File: src/rtl/noc_flit_pkg.sv
// Shared flit definitions for the NoC: header marker position, body-length
// field, and the arbiter state encoding. Used by the packetizer, input Port
// logic and packet_output_arbiter.
package noc_flit_pkg;

    localparam int FLIT_W  = 8;           // default flit width
    localparam int HDR_BIT = FLIT_W - 1;  // header marker bit
    localparam int LEN_W   = 4;           // body-length field width
    localparam int LEN_LSB = 0;           // length field = header[LEN_W-1:LEN_LSB]
    localparam int LEN_MSB = LEN_LSB + LEN_W - 1;

    typedef enum logic {
        ST_IDLE = 1'b0,
        ST_BODY = 1'b1
    } arb_state_e;

endpackage

File: src/rtl/rr_priority_picker.sv
// Round-robin priority picker: returns the first requesting index at or
// above rr_ptr, wrapping modulo NUM_INPUTS. Purely combinational.
//   req     in   NUM_INPUTS      request vector
//   rr_ptr  in   LOG_NUM_INPUTS  highest-priority index this cycle
//   found   out  1               any request present
//   winner  out  LOG_NUM_INPUTS  selected index (rr_ptr when none found)
module rr_priority_picker #(
    parameter int NUM_INPUTS     = 4,
    parameter int LOG_NUM_INPUTS = 2
) (
    input  logic [NUM_INPUTS-1:0]     req,
    input  logic [LOG_NUM_INPUTS-1:0] rr_ptr,
    output logic                      found,
    output logic [LOG_NUM_INPUTS-1:0] winner
);

    logic [LOG_NUM_INPUTS-1:0] idx;

    // Scan from the farthest offset down to offset 0 so the closest
    // requester to rr_ptr is the last one written and therefore wins.
    always_comb begin
        found  = 1'b0;
        winner = rr_ptr;
        idx    = '0;
        for (int k = NUM_INPUTS - 1; k >= 0; k--) begin
            idx = LOG_NUM_INPUTS'((int'(rr_ptr) + k) % NUM_INPUTS);
            if (req[idx]) begin
                found  = 1'b1;
                winner = idx;
            end
        end
    end

endmodule

File: src/rtl/packet_output_arbiter.sv
// Wormhole round-robin arbiter between NUM_INPUTS input Port FIFOs and one
// output Port. A header flit wins arbitration, then its LEN body flits follow
// from the same input before priority rotates. The data path is
// combinational; only state, owner, body count and rr pointer are registered.
//   clk        in   1                      clock, rising edge
//   rst        in   1                      asynchronous active-low reset
//   in_data    in   NUM_INPUTS*WORD_WIDTH  head flit of each input Port
//   in_valid   in   NUM_INPUTS             input Port i not empty
//   in_pop     out  NUM_INPUTS             read_enable to input Port i (one-hot/zero)
//   out_ready  in   1                      output Port can accept a flit
//   out_data   out  WORD_WIDTH             flit to output Port
//   out_write  out  1                      output Port write_enable
//   busy       out  1                      packet body in progress
//   owner      out  LOG_NUM_INPUTS         granted input (valid when busy)
//   drop       out  1                      orphan body flit discarded
module packet_output_arbiter
    import noc_flit_pkg::*;
#(
    parameter int NUM_INPUTS     = 4,
    parameter int LOG_NUM_INPUTS = 2,
    parameter int WORD_WIDTH     = FLIT_W,
    parameter int LEN_WIDTH      = LEN_W
) (
    input  logic                             clk,
    input  logic                             rst,
    input  logic [NUM_INPUTS*WORD_WIDTH-1:0] in_data,
    input  logic [NUM_INPUTS-1:0]            in_valid,
    output logic [NUM_INPUTS-1:0]            in_pop,
    input  logic                             out_ready,
    output logic [WORD_WIDTH-1:0]            out_data,
    output logic                             out_write,
    output logic                             busy,
    output logic [LOG_NUM_INPUTS-1:0]        owner,
    output logic                             drop
);

    logic [NUM_INPUTS-1:0][WORD_WIDTH-1:0] flits;
    logic [NUM_INPUTS-1:0]                 cand;
    logic                                  found;
    logic [LOG_NUM_INPUTS-1:0]             winner;
    logic [LOG_NUM_INPUTS-1:0]             rr_ptr, owner_q;
    logic [LEN_WIDTH-1:0]                  cnt, win_len;
    logic                                  hdr_xfer, body_xfer, orphan;
    arb_state_e                            state, state_nxt;

    function automatic logic [LOG_NUM_INPUTS-1:0] ptr_inc(input logic [LOG_NUM_INPUTS-1:0] p);
        return (int'(p) == NUM_INPUTS - 1) ? '0 : p + 1'b1;
    endfunction

    assign flits = in_data;

    always_comb begin
        for (int i = 0; i < NUM_INPUTS; i++)
            cand[i] = in_valid[i] & flits[i][WORD_WIDTH-1];
    end

    rr_priority_picker #(
        .NUM_INPUTS     (NUM_INPUTS),
        .LOG_NUM_INPUTS (LOG_NUM_INPUTS)
    ) u_pick (
        .req    (cand),
        .rr_ptr (rr_ptr),
        .found  (found),
        .winner (winner)
    );

    // An orphan is only considered when no header is waiting anywhere, and
    // only at rr_ptr; popping it advances the scan so it cannot wedge IDLE.
    always_comb begin
        win_len   = flits[winner][LEN_WIDTH-1:0];
        hdr_xfer  = (state == ST_IDLE) & out_ready & found;
        orphan    = (state == ST_IDLE) & out_ready & ~found & in_valid[rr_ptr];
        body_xfer = (state == ST_BODY) & out_ready & in_valid[owner_q];
    end

    // State register
    always_ff @(posedge clk or negedge rst) begin
        if (!rst) state <= ST_IDLE;
        else      state <= state_nxt;
    end

    // Next state
    always_comb begin
        state_nxt = state;
        case (state)
            ST_IDLE: if (hdr_xfer && win_len != '0) state_nxt = ST_BODY;
            ST_BODY: if (body_xfer && cnt == LEN_WIDTH'(1)) state_nxt = ST_IDLE;
            default: state_nxt = ST_IDLE;
        endcase
    end

    // Outputs; gated by rst so nothing moves while reset is held even though
    // the IDLE decode would otherwise see candidates.
    always_comb begin
        in_pop    = '0;
        out_write = 1'b0;
        out_data  = '0;
        drop      = 1'b0;
        if (rst) begin
            if (hdr_xfer) begin
                in_pop[winner] = 1'b1;
                out_write      = 1'b1;
                out_data       = flits[winner];
            end else if (orphan) begin
                in_pop[rr_ptr] = 1'b1;
                drop           = 1'b1;
                out_data       = flits[rr_ptr];
            end else if (body_xfer) begin
                in_pop[owner_q] = 1'b1;
                out_write       = 1'b1;
                out_data        = flits[owner_q];
            end
        end
    end

    assign busy  = (state == ST_BODY);
    assign owner = owner_q;

    // Arbitration bookkeeping. Header-only packets rotate priority at once;
    // longer packets rotate when their last body flit moves.
    always_ff @(posedge clk or negedge rst) begin
        if (!rst) begin
            rr_ptr  <= '0;
            owner_q <= '0;
            cnt     <= '0;
        end else if (hdr_xfer) begin
            if (win_len == '0) begin
                rr_ptr <= ptr_inc(winner);
            end else begin
                owner_q <= winner;
                cnt     <= win_len;
            end
        end else if (orphan) begin
            rr_ptr <= ptr_inc(rr_ptr);
        end else if (body_xfer) begin
            cnt <= cnt - 1'b1;
            if (cnt == LEN_WIDTH'(1)) rr_ptr <= ptr_inc(owner_q);
        end
    end

endmodule

File: config.mk
export PLATFORM = sky130hd
export DESIGN_NAME = packet_output_arbiter
export DESIGN_NICKNAME = d
export VERILOG_FILES = /design/src/rtl/noc_flit_pkg.sv /design/src/rtl/rr_priority_picker.sv /design/src/rtl/packet_output_arbiter.sv
export SDC_FILE = /design/constraint.sdc
export NUM_CORES = 1
export LEC_CHECK = 0
export ABC_AREA = 1
export BUFFER_PORTS_ARGS = -buffer_cell sky130_fd_sc_hd__buf_2
export CAP_MARGIN = 5
export CORE_MARGIN = 8
export CORE_UTILIZATION = 40
export DETAILED_ROUTE_END_ITERATION = 10
export HOLD_SLACK_MARGIN = 0.12
export PLACE_DENSITY = 0.68
export SYNTH_ARGS = -nofsm -noshare
export SYNTH_HDL_FRONTEND = slang
export SYNTH_SLANG_ARGS = --single-unit
File: constraint.sdc
create_clock -name clk -period 2.91 [get_ports clk]
set_input_delay 0.291 -clock clk [delete_from_list [all_inputs] [get_ports clk]]
set_output_delay 0.291 -clock clk [all_outputs]
set_load 0.01 [all_outputs]
==> impl_metrics.json <==
{
  "setup.worst_path.end_class": "output pin",
  "fmax_mhz": 364,
  "worstPathCellList": "inv_2 -> buf_6 -> nand2_1 -> nand3_1 -> nand2_2 -> nor2_4 -> nand2_1 -> nand2_4 -> nand2_8 -> ha_1 -> or2_2 -> nand3_1 -> inv_1 -> buf_2",
  "dpl_cell_area_um2": 2310,
  "skew_ns": 0.00148,
  "grt_start_max_net_pins": 26,
  "grt_util_all_layers_pct": 19.3,
  "fin_crit_ns": 2.74,
  "worstPathArrival_ns": 2.45,
  "final_area_um2": 2400,
  "area_growth_pct": 23.0,
  "min_period_over_period_pct": 94.3,
  "syn_inst": 350,
  "clk_latency_ns": 0.23,
  "antenna_found_initial": 0,
  "yosysSeqAreaShare_pct": 11.6,
  "pwr-share-comb_pct": 83.7,
  "synth_cell_types": 30,
  "drive_gt1_share_pct": 21.5,
  "synth-seq-cells": 9,
  "stdcell_count": 471,
  "clock_path_buffers": 2,
  "crit_buf_inv": 4,
  "vdd_ir_drop_max_mv": 0.410,
  "worstMarginPinSlew_ns": 0.384,
  "rsz0062_at_grt": "true",
  "critPathKind": "flop to output pin",
  "fin_ws_ns": 0.166,
  "synth.avg_cell_area_um2": 5.57,
  "diodes": 0,
  "setup_viol_count_final": 0,
  "grt_pass1_vias": 2535,
  "rows": 25,
  "status": "finished, final reports clean",
  "crit_family": "simple AND/OR/NAND/NOR gates",
  "p_seq_share_pct": 10.3,
  "wl_per_cell_um": 15.2,
  "clkSlewWorstSetupHoldPaths_ns": 0.05,
  "die_w_um": 85.8,
  "path_max_fanout": 21,
  "max-cap-violations": 0,
  "final_cell_mix": "97 x nand2_1, 55 x buf_2, 44 x o21ai_0, 39 x nand3_1, 33 x inv_1",
  "p_sw_share_pct": 59.9,
  "min_path_type": "primary input to async pin",
  "ant_nets": 0,
  "cts_tree": "yes",
  "boundaryPins": 56,
  "maxSlewViolCount": 0,
  "first_pass_iters": 5,
  "start_util_pct": 41.3,
  "reg2reg_slack_ns": 0.45,
  "overflow": 0,
  "cts-root-buf": "clkbuf_8",
  "grt_pass1_wl_mm": 11.8,
  "h-tree-depth": 1,
  "hold_viol_final": 0,
  "place_inst": 466,
  "via_count": 2626,
  "numCtsBuffers": 3,
  "dieArea_um2": 7360,
  "p_int_mw": 0.991,
  "fp.dieH_um": 85.8,
  "pwr-share-clk_pct": 6.0,
  "clock-sinks": 9,
  "drtIter0Drc": 300,
  "syn_area_um2": 1950,
  "portBuffers": 55,
  "core_area_um2": 4720,
  "final_common_cell": "nand2_1",
  "crit_path_top_delay_cell": "dfrtp_1",
  "p_sw_mw": 1.48,
  "hpwl_mm": 5.13,
  "syn-num-nets": 403,
  "place_congestion": 0.903,
  "worstSetupStartpointType": "flop",
  "drc": 0,
  "dp_slack_ns": 0.216,
  "p_leak_nw": 1.29,
  "crit_required_ns": 2.62,
  "avgViaCountPerCell": 5.58,
  "nets": 458,
  "yosys_warnings": 0,
  "powerDensity_nw_per_um2": 1030,
  "wl_mm": 7.15,
  "slew_headroom_pct": 74.4,
  "slowest_delay_ns": 0.38
}
-- cell type report --
class                      instances  area (µm²)
fill                             505        2330
multi-input combinational        284        1510
tap                               67        83.8
inverter                          38         143
clock buffer                       4        45.0
sequential                         9         226
timing repair buffer              69         387
-- through the flow --
stage / setup TNS [ns] / total power, mW / util [%] / hold WS [ns]
CTS: 0 / 2.38 / 50.2 / 0.499
finish: 0 / 2.47 / 50.8 / 0.508
floorplan: 0 / 1.72 / - / -0.00459
global placement: 0 / 2.18 / 49.0 / 0.214
detailed placement: 0 / 2.21 / 49.0 / 0.220
global route: -0.00271 / 2.76 / 50.8 / 0.520
-- final timing paths --
| path | endpoint | startpoint | cells after the start |
|---|---|---|---|
| max | in_pop[3] | rr_ptr[0] | 14 |
| min | busy | rst | 2 |
| max reg2reg | cnt[3] | rr_ptr[0] | 19 |
| min reg2reg | cnt[1] | cnt[1] | 2 |
| max in group asynchronous | owner[0] | rst | 2 |
| min in group clk | cnt[1] | cnt[1] | 2 |
-- what timing repair did --
action | CTS | global route
hold buffers | 1 | 0
endpoints found under the hold margin | 9 | 0
pin swaps | 0 | 0
buffers inserted | 0 | 0
setup endpoints to repair | 2 | 11
gates resized for setup | 1 | 6
-- power by group through the flow --
stage               Combinational (mW)  Clock, mW  Sequential [mW]
floorplan                         1.47          0            0.250
global placement                  1.93          0            0.251
detailed placement                1.96          0            0.253
CTS                               1.97      0.155            0.252
global route                      2.34      0.159            0.264
finish                            2.07      0.148            0.255
-- registers in the layout, indices dropped and copies added, names as in the netlist --
signal	cells
busy	1
cnt	4
owner	2
rr_ptr	2
-- kinds of logic (layout without fill, tap and decap cells) --
kind of cell             Yosys count  count (layout)  share of synthesized area (%)
AO/OA/AOI/OAI                    102             102                           29.3
buffers and inverters             57             111                           12.4
adder cells (fa/ha/maj)           14              14                           8.99
flip-flops                         9               9                           11.6
AND/OR/NAND/NOR                  166             166                           36.9
XOR/XNOR                           2               2                          0.899
-- cell usage after synthesis (all sizes together) --
master / number / area [µm²]
nand2: 103 / 399
o21ai: 47 / 235
nand3: 41 / 215
inv: 35 / 131
a21oi: 33 / 165
nor2: 16 / 70.1
ha: 14 / 175
clkbuf: 12 / 45.0
dfrtp: 9 / 225
buf: 7 / 53.8
o211ai: 6 / 45.0
a221o: 4 / 40.0
a31oi: 4 / 25.0
a211oi: 3 / 22.5
clkinv: 3 / 11.3
nor3: 3 / 15.0
o22ai: 2 / 12.5
o311ai: 2 / 17.5
xnor2: 2 / 17.5
nand3b: 1 / 7.51
nor4: 1 / 6.26
o31ai: 1 / 7.51
or2: 1 / 6.26
-- routing by layer --
layer / vias to the layer above / track usage (%) / wire length [µm]
met2: 117 / 33.1 / 3420
met3: 8 / 3.34 / 628
met1: 1206 / 23.7 / 3010
li1: 1295 / - / -
met4: 0 / 6.37 / 91
met5: - / 0 / 0
-- worst register-to-register path: cells and delay by family (launching register included) --
family	cells	cell delay [ns]
buffers and inverters	2	0.25
DFF	1	0.38
and+or+nand+nor	17	1.71
(Power assumes the default switching activity.)
